$ cat src/rtl/sipo_16.sv
// sipo_16: MSB-first serial-to-parallel receiver with valid/ready output and sticky overrun.
module sipo_16 #(
  parameter int WIDTH = 16
) (
  input  logic                     clk,
  input  logic                     rst,
  input  logic                     start,
  input  logic                     shift_en,
  input  logic                     serial_in,
  input  logic                     data_ready,
  input  logic                     clr_overrun,
  output logic [WIDTH-1:0]         data_out,
  output logic                     data_valid,
  output logic                     busy,
  output logic [$clog2(WIDTH)-1:0] bit_cnt,
  output logic                     overrun
);
  localparam int CW = $clog2(WIDTH);
  typedef enum logic {IDLE, SHIFT} state_t;
  state_t state, state_nx;
  logic [WIDTH-1:0] shift;
  logic [WIDTH-1:0] word;
  logic strobe, complete, restart, drop;
  always_comb begin
    strobe   = state == SHIFT && shift_en;
    complete = strobe && bit_cnt == CW'(WIDTH - 1);
    restart  = state == SHIFT && start && !complete;
    word     = {shift[WIDTH-2:0], serial_in};
    drop     = complete && data_valid && !data_ready;
    state_nx = state == IDLE ? (start ? SHIFT : IDLE)
             : complete      ? (start ? SHIFT : IDLE)
             :                 SHIFT;
  end
  assign busy = state == SHIFT;
  always_ff @(posedge clk or posedge rst) begin
    if (rst) begin
      state <= IDLE;
      state <= IDLE;
    end else begin
      state <= state_nx;
    end
  end
  // A restart wins over a coincident strobe; a completion wins over a coincident start.
  always_ff @(posedge clk or posedge rst) begin
    if (rst) begin
      shift   <= '0;
      bit_cnt <= '0;
    end else if ((state == IDLE && start) || restart) begin
      bit_cnt <= '0;
    end else if (strobe) begin
      shift   <= word;
      bit_cnt <= complete ? '0 : bit_cnt + 1'b1;
    end
  end
  always_ff @(posedge clk or posedge rst) begin
    if (rst) begin
      data_out   <= '0;
      data_valid <= 1'b0;
    end else if (complete && !drop) begin
      data_out   <= word;
      data_valid <= 1'b1;
    end else if (!complete && data_valid && data_ready) begin
      data_valid <= 1'b0;
    end
  end
  always_ff @(posedge clk or posedge rst) begin
    if (rst) overrun <= 1'b0;
    else if (drop) overrun <= 1'b1;
    else if (clr_overrun) overrun <= 1'b0;
  end
endmodule

$ cat config.mk
export PLATFORM = sky130hd
export DESIGN_NAME = sipo_16
export DESIGN_NICKNAME = d
export VERILOG_FILES = /design/src/rtl/sipo_16.sv
export SDC_FILE = /design/constraint.sdc
export NUM_CORES = 1
export LEC_CHECK = 0
export BUFFER_PORTS_ARGS = -buffer_cell sky130_fd_sc_hd__buf_2
export CORE_UTILIZATION = 50
export CTS_BUF_LIST = sky130_fd_sc_hd__clkbuf_4 sky130_fd_sc_hd__clkbuf_8 sky130_fd_sc_hd__clkbuf_16
export DETAILED_ROUTE_END_ITERATION = 10
export PLACE_DENSITY = 0.71
export SLEW_MARGIN = 5
export SYNTH_ARGS = -nofsm -noshare
export SYNTH_HDL_FRONTEND = slang
export SYNTH_SLANG_ARGS = --single-unit
$ cat constraint.sdc
create_clock -name clk -period 4.2 [get_ports clk]
set_input_delay 1.05 -clock clk [delete_from_list [all_inputs] [get_ports clk]]
set_output_delay 1.05 -clock clk [all_outputs]
set_load 0.03 [all_outputs]
# Word level (Yosys, flattened, before mapping)
# Cells that the tools add are included.
[totals] register_bits=38 latchBits=0 ramBits=0 mem_bits_ro=0 inputBits=7 elab_cells=38 memories=0
[op_classes] n_addsub=1 n_mul=0 div_mod_pow=0 n_lt_le_gt_ge=0 eq_ne=1 n_shift=0 n_mux=10 bitwise=2 reduce_logical=18
[op_table] operator="$mux 4" n=3
[op_table] operator="$logic_and 1x1->1" n=10
[op_table] operator="$mux 1" n=7
[op_table] operator="$reduce_bool 2->1" n=3
[op_table] operator="$add 4x1->4 const B" n=1
[op_table] operator="$eq 4x4->1 const B" n=1
[op_table] operator="$logic_not 1->1" n=3
[op_table] operator="$not 1->1" n=2
[op_table] operator="$reduce_and 2->1" n=1
[op_table] operator="$logic_or 1x1->1" n=1

# Depth between registers and ports, before layout
# Gate-level depths: netlist (run 1).
[depth] ltp_word=7 mapped_depth=5

# Worst setup path after synthesis (run 1)
# OpenSTA, ideal clock, no wires.
[synth_timing] path_type="in2reg" from="input port data_ready" to="register data_out[0]" setup_time_ns=0.125 arrival_time_ns=2.010 path_slack_ns=2.065 stages=4 n_path_buf=1 path_cell_list="nand2b_1 -> nor3b_4 -> buf_12 -> mux2_4"
[synth_between] elab_chain_len=4
[synth_rtl] item="from (decl)" line="10" text="input logic data_ready,"
[synth_rtl] item="$logic_not 1->1" line="29" text="drop = complete && data_valid && !data_ready;"
[synth_rtl] item="$logic_and 1x1->1" line="29"
[synth_rtl] item="$logic_not 1->1" line="59" text="end else if (complete && !drop) begin"
[synth_rtl] item="$logic_and 1x1->1" line="59"
[synth_rtl] item="to (signal assigned)" line="60" text="data_out <= word;"
[synth_rtl] item="to (decl)" line="12" text="output logic [WIDTH-1:0] data_out,"
# No other way between the ends.
# A chain may end at the register's enable or synchronous reset.

# Worst setup path after layout (run 1)
[layout_timing] from="input port shift_en" to="register data_out[9]"
[layout_between] elab_chain_len=6
[layout_rtl] item="from (decl)" line="8" text="input logic shift_en,"
[layout_rtl] item="$logic_and 1x1->1 (*)" line="25" text="strobe = state == SHIFT && shift_en;"
[layout_rtl] item="$logic_and 1x1->1 (*)" line="26" text="complete = strobe && bit_cnt == CW'(WIDTH - 1);"
[layout_rtl] item="$logic_and 1x1->1 (2 in a row)" line="29"
[layout_rtl] item="$logic_not 1->1" line="59"
[layout_rtl] item="$logic_and 1x1->1 (*)" line="59"
# Mark *: on every way between the ends. The rest lies on a longest branch, timed or not.

==> out/results.tsv, run 1 <==
stage	metric	value	unit
outcome	outcome	finished with violations	
outcome	violations	DRC	
final_layout	drive_gt1_share	55.6	%
clock_tree	cts_buffer_depth	2	
floorplan	core_area	2850	um2
clock_tree	numCtsBuffers	5	
floorplan	start_util	54.4	%
critical_path	cp-start-kind	input pin	
final_layout	design_area	1790	um2
power	power	0.811	mW
routing	vias	883	
routing	drt-initial-drc-count	9	
place	pre_cts_slack	1.49	ns
floorplan	rows	19	
sta	final-hold-violation-count	0	
synthesis	synthCells	99	
global_route	grt_usage	17.4	%
critical_path	worst-r2r-cell-count	4	
sta	relSlewSlack	23.4	%
synthesis	synth_cell_types	24	
sta	slew_viol_final	0	
routing	drt.antenna.violating_nets	0	
synthesis	synthTopCellsByCount	38 x dfrtp_1, 21 x mux2_2, 10 x mux2_4, 4 x nand3_1	
place	gp_congestion	0.719	
global_route	grt_overflow_total	0	
synthesis	yosysTopAreaCellShare	61.3	%
final_layout	final_cell_count_no_fill	166	
power	p_per_area	452	nW/um2
sta	setup_tns	0	ns
clock_tree	cts_resized	0	
critical_path	critPathMaxStageDelay	0.82	ns
critical_path	critPathTopFamily	simple AND/OR/NAND/NOR gates	
synthesis	synthesis.area	1550	um2
final_layout	fillCellCount	223	
synthesis	synth_top_area_cell	dfrtp_1	
sta	tightest_slew	1.15	ns
sta	final.setup.worst_slack	1.89	ns
power	ir_worst_vdd	352	uV
sta	finClkSkew	0.0164	ns
sta	timing.fmax	0.433	GHz
place	port_buffers	29	
synthesis	syn_avg_cell_area	15.7	um2
synthesis	yosysMostFrequentCell	dfrtp_1	
synthesis	netlist_top_cells_area	dfrtp_1 61%, mux2_2 15%, mux2_4 9.7%	
synthesis	synth_edf_count	0	
critical_path	path_depth	4	
clock_tree	cts_max_level	2	
clock_tree	cts_tree	yes	
sta	fin_hold_ws	0.514	ns
global_route	first_global_vias	932	
critical_path	crit_type	input pin to register	
final_layout	nets	142	
worst_hold_path	min_path_cells	1	
synthesis	async_reset_ff_share	100	%
clock_tree	clkSinkCount	38	
floorplan	die_h	57.7	um
sta	finalCritPeriodShare	55.0	%
floorplan	ios	30	
routing	first_pass_iters	7	
clock_tree	cts_setup_buffers	0	
place	dp.cells	158	
synthesis	synth-seq-cells	38	
sta	rsz0062_at_grt	no	
critical_path	slowest_stage	nor3b_4	
final_layout	syn_to_final_growth	15.6	%
critical_path	cp_max_fo	16	
final_layout	num_antenna_cells	0	
worst_hold_path	hold_class	register to register	
clock_tree	clock-root-buffer	clkbuf_4	
floorplan	die-width	57.7	um
sta	finalSetupViolCount	0	
routing	drc	3	
critical_path	cp_cell_sequence	buf_2 > nand2_2 > nor3b_4 > mux2_2	
power	p_leak	0.922	nW
clock_tree	ctsHoldBuffers	0	
final_layout	register_area	951	um2
routing	routed_via_density	5.32	
global_route	grt_max_degree	33	
flow_run	max-cap-violations	0	
critical_path	critPathArrivalTime	2.53	ns
critical_path	end_kind	register	
global_route	grt_pass1_wl	4180	um
synthesis	yosysSeqAreaShare	61.3	%
place	place_area	1710	um2
clock_tree	clock_latency	0.34	ns
global_route	grt_antenna_before_repair	0	
floorplan	dieArea	3330	um2
final_layout	multi_input_area	562	um2
routing	wl_per_cell	14.3	um
synthesis	syn_nets	107	
routing	drt-total-wl	2380	um
critical_path	cp_num_buf_inv	1	
place	dp_hpwl	1670	um
sta	finalCriticalPeriod	2.31	ns
critical_path	crit_required	4.42	ns
synthesis	synth_warnings	0	
clock_tree	cts.reportedPaths.clkPinSlew	0.10	ns
final_layout	utilization	62.9	%
synthesis	synth_ff_type	dfrtp_1	
-- power by group --
group | internal (mW) | switching, mW
Sequential | 0.427 | 0.0438
Clock | 0.139 | 0.115
Combinational | 0.0545 | 0.0318
Total | 0.620 | 0.191
-- worst register-to-register path, cell delays in order, from the launching register on --
cell and delay, ns:
dfrtp_1 0.44, ha_1 0.25, nand3_2 0.15, nor3b_4 0.85, mux2_2 0.42
-- sequential cells by signal, summed over array words and instances, names as in the netlist --
signal      flops
data_valid      1
shift          15
data_out       16
overrun         1
bit_cnt         4
busy            1
-- cell type report --
class | instances | share of cell area, %
clock buffers | 7 | 2.93
well taps | 31 | 2.16
inverters | 2 | 0.418
repair buffers | 30 | 8.51
clock inverters | 1 | 1.67
flip-flops and latches | 38 | 53.0
multi-input cells | 57 | 31.3
-- placed cells by master, fill, tap and decap left out, types with 2 or more instances in the layout --
master     n
a21oi_1    3
clkbuf_4   7
dfrtp_1   38
o22ai_1    2
inv_1      2
mux2_4    10
nand2_1    3
mux2_2    21
buf_2     29
nand3_1    4
-- cells by family (layout without fill, tap and decap cells) --
group | after synthesis | in the layout | synth area share, %
flip-flops | 38 | 38 | 61.3
multiplexers | 31 | 31 | 24.9
AND/OR/NAND/NOR | 15 | 15 | 6.21
AO/OA/AOI/OAI | 9 | 9 | 3.71
buffers and inverters | 4 | 40 | 2.50
adder cells (fa/ha/maj) | 1 | 1 | 0.806
XOR/XNOR | 1 | 1 | 0.565
-- path summary, 6_finish.rpt --
check	start	end	slack (ns)
hold reg to reg	data_out[15]$_DFFE_PP0P_	data_out[15]$_DFFE_PP0P_	0.51
max in group asynchronous	rst	data_valid$_DFFE_PP0P_	2.47
setup reg to reg	bit_cnt[0]$_DFFE_PP0P_	data_out[9]$_DFFE_PP0P_	1.99
setup / recovery	shift_en	data_out[9]$_DFFE_PP0P_	1.89
hold / removal	data_out[15]$_DFFE_PP0P_	data_out[15]$_DFFE_PP0P_	0.51
min in group asynchronous	rst	data_out[1]$_DFFE_PP0P_	0.98
-- per-layer routing --
layer | vias to the layer above | global-route usage (%) | share of wire, %
li1 | 424 | - | -
met1 | 431 | 20.6 | 46
met2 | 23 | 27.6 | 46
met3 | 5 | 6.70 | 4.7
met4 | 0 | 9.18 | 2.7
met5 | - | 0 | 0
No activity file was read; power rests on OpenSTA's default activity.
==> inputs of run 2 (changes only) <==
Settings changed: ABC_AREA set to 1, CORE_UTILIZATION 50 to 48.
Clock period 4.2 ns to 2 ns, I/O delays scaled along.
==> out/results.tsv, run 2 <==
stage	metric	value	unit	change
power	p_leak	1.09	nW	+18%
floorplan	dieArea	3590	um2	+7.8%
synthesis	synth_top_area_cell	dfrtp_1		
synthesis	syn_avg_cell_area	9.20	um2	-41%
synthesis	synthesis.area	1610	um2	+3.8%
routing	highest_layer	met4		
critical_path	critPathTopFamily	flip-flops		
clock_tree	ctsHoldBuffers	0		unchanged
floorplan	die_h	59.9	um	+3.8%
routing	drc	0		-3
final_layout	mostFrequentLayoutCell	nand2_1		
clock_tree	cts_tree	yes		
final_layout	drive_gt1_share	24.0	%	-32 points
place	dp.cells	244		+54%
clock_tree	clkSinkCount	38		unchanged
synthesis	async_reset_ff_share	100	%	unchanged
global_route	grt_antenna_before_repair	0		unchanged
global_route	first_global_vias	1062		+14%
final_layout	num_antenna_cells	0		unchanged
critical_path	end_kind	output pin		
routing	met2_length	1310	um	+18%
routing	vias	1249		+41%
synthesis	yosysMostFrequentCell	nand2_1		
place	gp_congestion	0.742		+3.1%
critical_path	cp_cell_sequence	buf_2		
final_layout	nets	215		+51%
synthesis	yosysSeqAreaShare	59.1	%	-2.2 points
final_layout	final_cell_count_no_fill	252		+52%
final_layout	syn_to_final_growth	15.2	%	
synthesis	synth_edf_count	0		unchanged
final_layout	largest_register	data_out		
sta	final-hold-violation-count	0		unchanged
synthesis	synthCells	175		+77%
critical_path	critPathArrivalTime	1.09	ns	-1.44 ns
synthesis	synth_warnings	0		unchanged
synthesis	synth-seq-cells	38		unchanged
floorplan	ios	30		unchanged
clock_tree	cts_buffer_depth	2		unchanged
synthesis	netlist_top_cells_area	dfrtp_1 59%, nand2_1 17%, nand3_1 11%		
critical_path	cp_max_fo	7		-9
outcome	outcome	finished, final reports clean		
clock_tree	clock-root-buffer	clkbuf_4		
routing	wl_met3	127	um	+12%
global_route	grt_usage	18.4	%	+1.1 points
final_layout	largest_register_ffs	16		unchanged
global_route	grt_max_degree	39		+18%
power	p_per_area	812	nW/um2	+80%
sta	slew_viol_final	0		unchanged
clock_tree	cts_setup_buffers	0		unchanged
power	ir_worst_vdd	472	uV	+34%
critical_path	cp-start-kind	register		
critical_path	crit_type	register to output pin		
sta	finClkSkew	0.00873	ns	-0.00764 ns
sta	finalCriticalPeriod	1.59	ns	
sta	finalCritPeriodShare	79.4	%	
routing	drt-met1-wl	1430	um	+31%
clock_tree	clock_latency	0.34	ns	about the same
power	power	1.51	mW	+86%
final_layout	largestRegisters	data_out x16, shift x15, bit_cnt x4		
routing	wl_per_cell	11.6	um	-19%
place	dp_hpwl	2070	um	+24%
critical_path	cp_num_buf_inv	1		unchanged
clock_tree	numCtsBuffers	5		unchanged
routing	first_pass_iters	4		-3
sta	finalSetupViolCount	0		unchanged
sta	relSlewSlack	69.2	%	+46 points
critical_path	crit_required	1.50	ns	-2.92 ns
routing	drt-total-wl	2920	um	+23%
floorplan	die-width	59.9	um	+3.8%
place	place_area	1780	um2	+3.9%
sta	fin_hold_ws	0.244	ns	-0.269 ns
final_layout	layout_common_cells	72 x nand2_1, 38 x dfrtp_1, 35 x nand3_1		
clock_tree	cts.reportedPaths.clkPinSlew	0.11	ns	about the same
sta	setup_tns	0	ns	unchanged
final_layout	design_area	1860	um2	+3.4%
floorplan	start_util	51.5	%	-2.9 points
global_route	grt_pass1_wl	4740	um	+13%
final_layout	fillCellCount	291		+30%
place	port_buffers	29		unchanged
synthesis	synth_cell_types	20		-17%
global_route	grt_overflow_total	0		unchanged
routing	drt-initial-drc-count	66		+57
sta	rsz0062_at_grt	no		
floorplan	rows	20		+1
clock_tree	cts_resized	0		unchanged
worst_hold_path	hold_class	input pin to asynchronous set/reset pin		
synthesis	syn_nets	183		+71%
sta	tightest_slew	0.462	ns	-0.686 ns
clock_tree	cts_max_level	2		unchanged
synthesis	synth_ff_type	dfrtp_1		
floorplan	core_area	3130	um2	+9.6%
critical_path	slowest_stage	dfrtp_1		
synthesis	synthTopCellsByCount	72 x nand2_1, 38 x dfrtp_1, 35 x nand3_1, 5 x inv_1, 4 x nand2_2		
flow_run	max-cap-violations	0		unchanged
synthesis	yosysTopAreaCellShare	59.1	%	-2.2 points
routing	drt.antenna.violating_nets	0		unchanged
sta	timing.fmax	0.629	GHz	
critical_path	critPathMaxStageDelay	0.50	ns	-0.32 ns
routing	routed_via_density	4.96		-6.8%
==> run 2: changes by cell type after synthesis, sizes merged, moves of 2 or more <==
cell | previous run | this run
or3 | 2 | 0
mux2 | 31 | 0
nand2 | 4 | 78
inv | 2 | 7
a21oi | 4 | 0
nand3 | 5 | 36
buf | 2 | 5
nor2 | 1 | 3
==> run 2: per-stage QoR <==
stage               util (%)  setup WS, ns
floorplan                  -         0.423
CTS                     59.3         0.393
global route            59.3         0.256
finish                  59.3         0.411
global placement        56.8         0.469
detailed placement      56.8         0.433
==> run 2: layer usage <==
metal / up-vias / global-route usage, %
met1: 585 / 24.2
li1: 632 / -
met3: 5 / 5.84
met2: 27 / 28.1
met5: - / 0
met4: 0 / 7.97
==> run 2: worst register-to-register path, stage by stage (launching register included) <==
cell     delay, ns
dfrtp_1       0.44
ha_1          0.26
nand3_2       0.17
nor2_8        0.26
nand2_4       0.18
nand2_1       0.10
nand2_1       0.06
==> run 2: final timing paths <==
kind / startpoint / end / slack [ns] / cells past startpoint
max: bit_cnt[2]$_DFFE_PP0P_ / bit_cnt[2] / 0.41 / 1
min: rst / data_out[13]$_DFFE_PP0P_ / 0.24 / 3
max reg2reg: bit_cnt[1]$_DFFE_PP0P_ / data_out[10]$_DFFE_PP0P_ / 0.42 / 6
min reg2reg: data_out[0]$_DFFE_PP0P_ / data_out[0]$_DFFE_PP0P_ / 0.48 / 2
max in group asynchronous: rst / shift[11]$_DFFE_PP0P_ / 1.43 / 3
min in group clk: clr_overrun / overrun$_DFFE_PP0P_ / 0.34 / 2
==> run 2: power breakdown <==
group / internal [mW] / total, mW / switching [mW]
clock: 0.259 / 0.505 / 0.246
combinational: 0.0442 / 0.117 / 0.0732
sequential: 0.829 / 0.884 / 0.0547
==> run 2: layout make-up <==
class | instances | area, um2 | share of cell area [%]
Timing Repair Buffer | 31 | 160 | 8.63
Clock buffer | 5 | 37.5 | 2.02
Sequential cell | 38 | 951 | 51.2
Tap cell | 44 | 55.1 | 2.97
Inverter | 7 | 26.3 | 1.42
Clock inverter | 3 | 40.0 | 2.16
Multi-Input combinational cell | 124 | 586 | 31.6
==> run 2: kinds of logic (layout without fill, tap and decap cells) <==
| family | Yosys count | count (layout) | synth area share [%] |
|---|---|---|---|
| AND/OR/NAND/NOR | 118 | 118 | 33.5 |
| flip-flops | 38 | 38 | 59.1 |
| buffers and inverters | 13 | 46 | 4.58 |
| AO/OA/AOI/OAI | 4 | 4 | 1.55 |
| adder cells (fa/ha/maj) | 1 | 1 | 0.777 |
| XOR/XNOR | 1 | 1 | 0.544 |
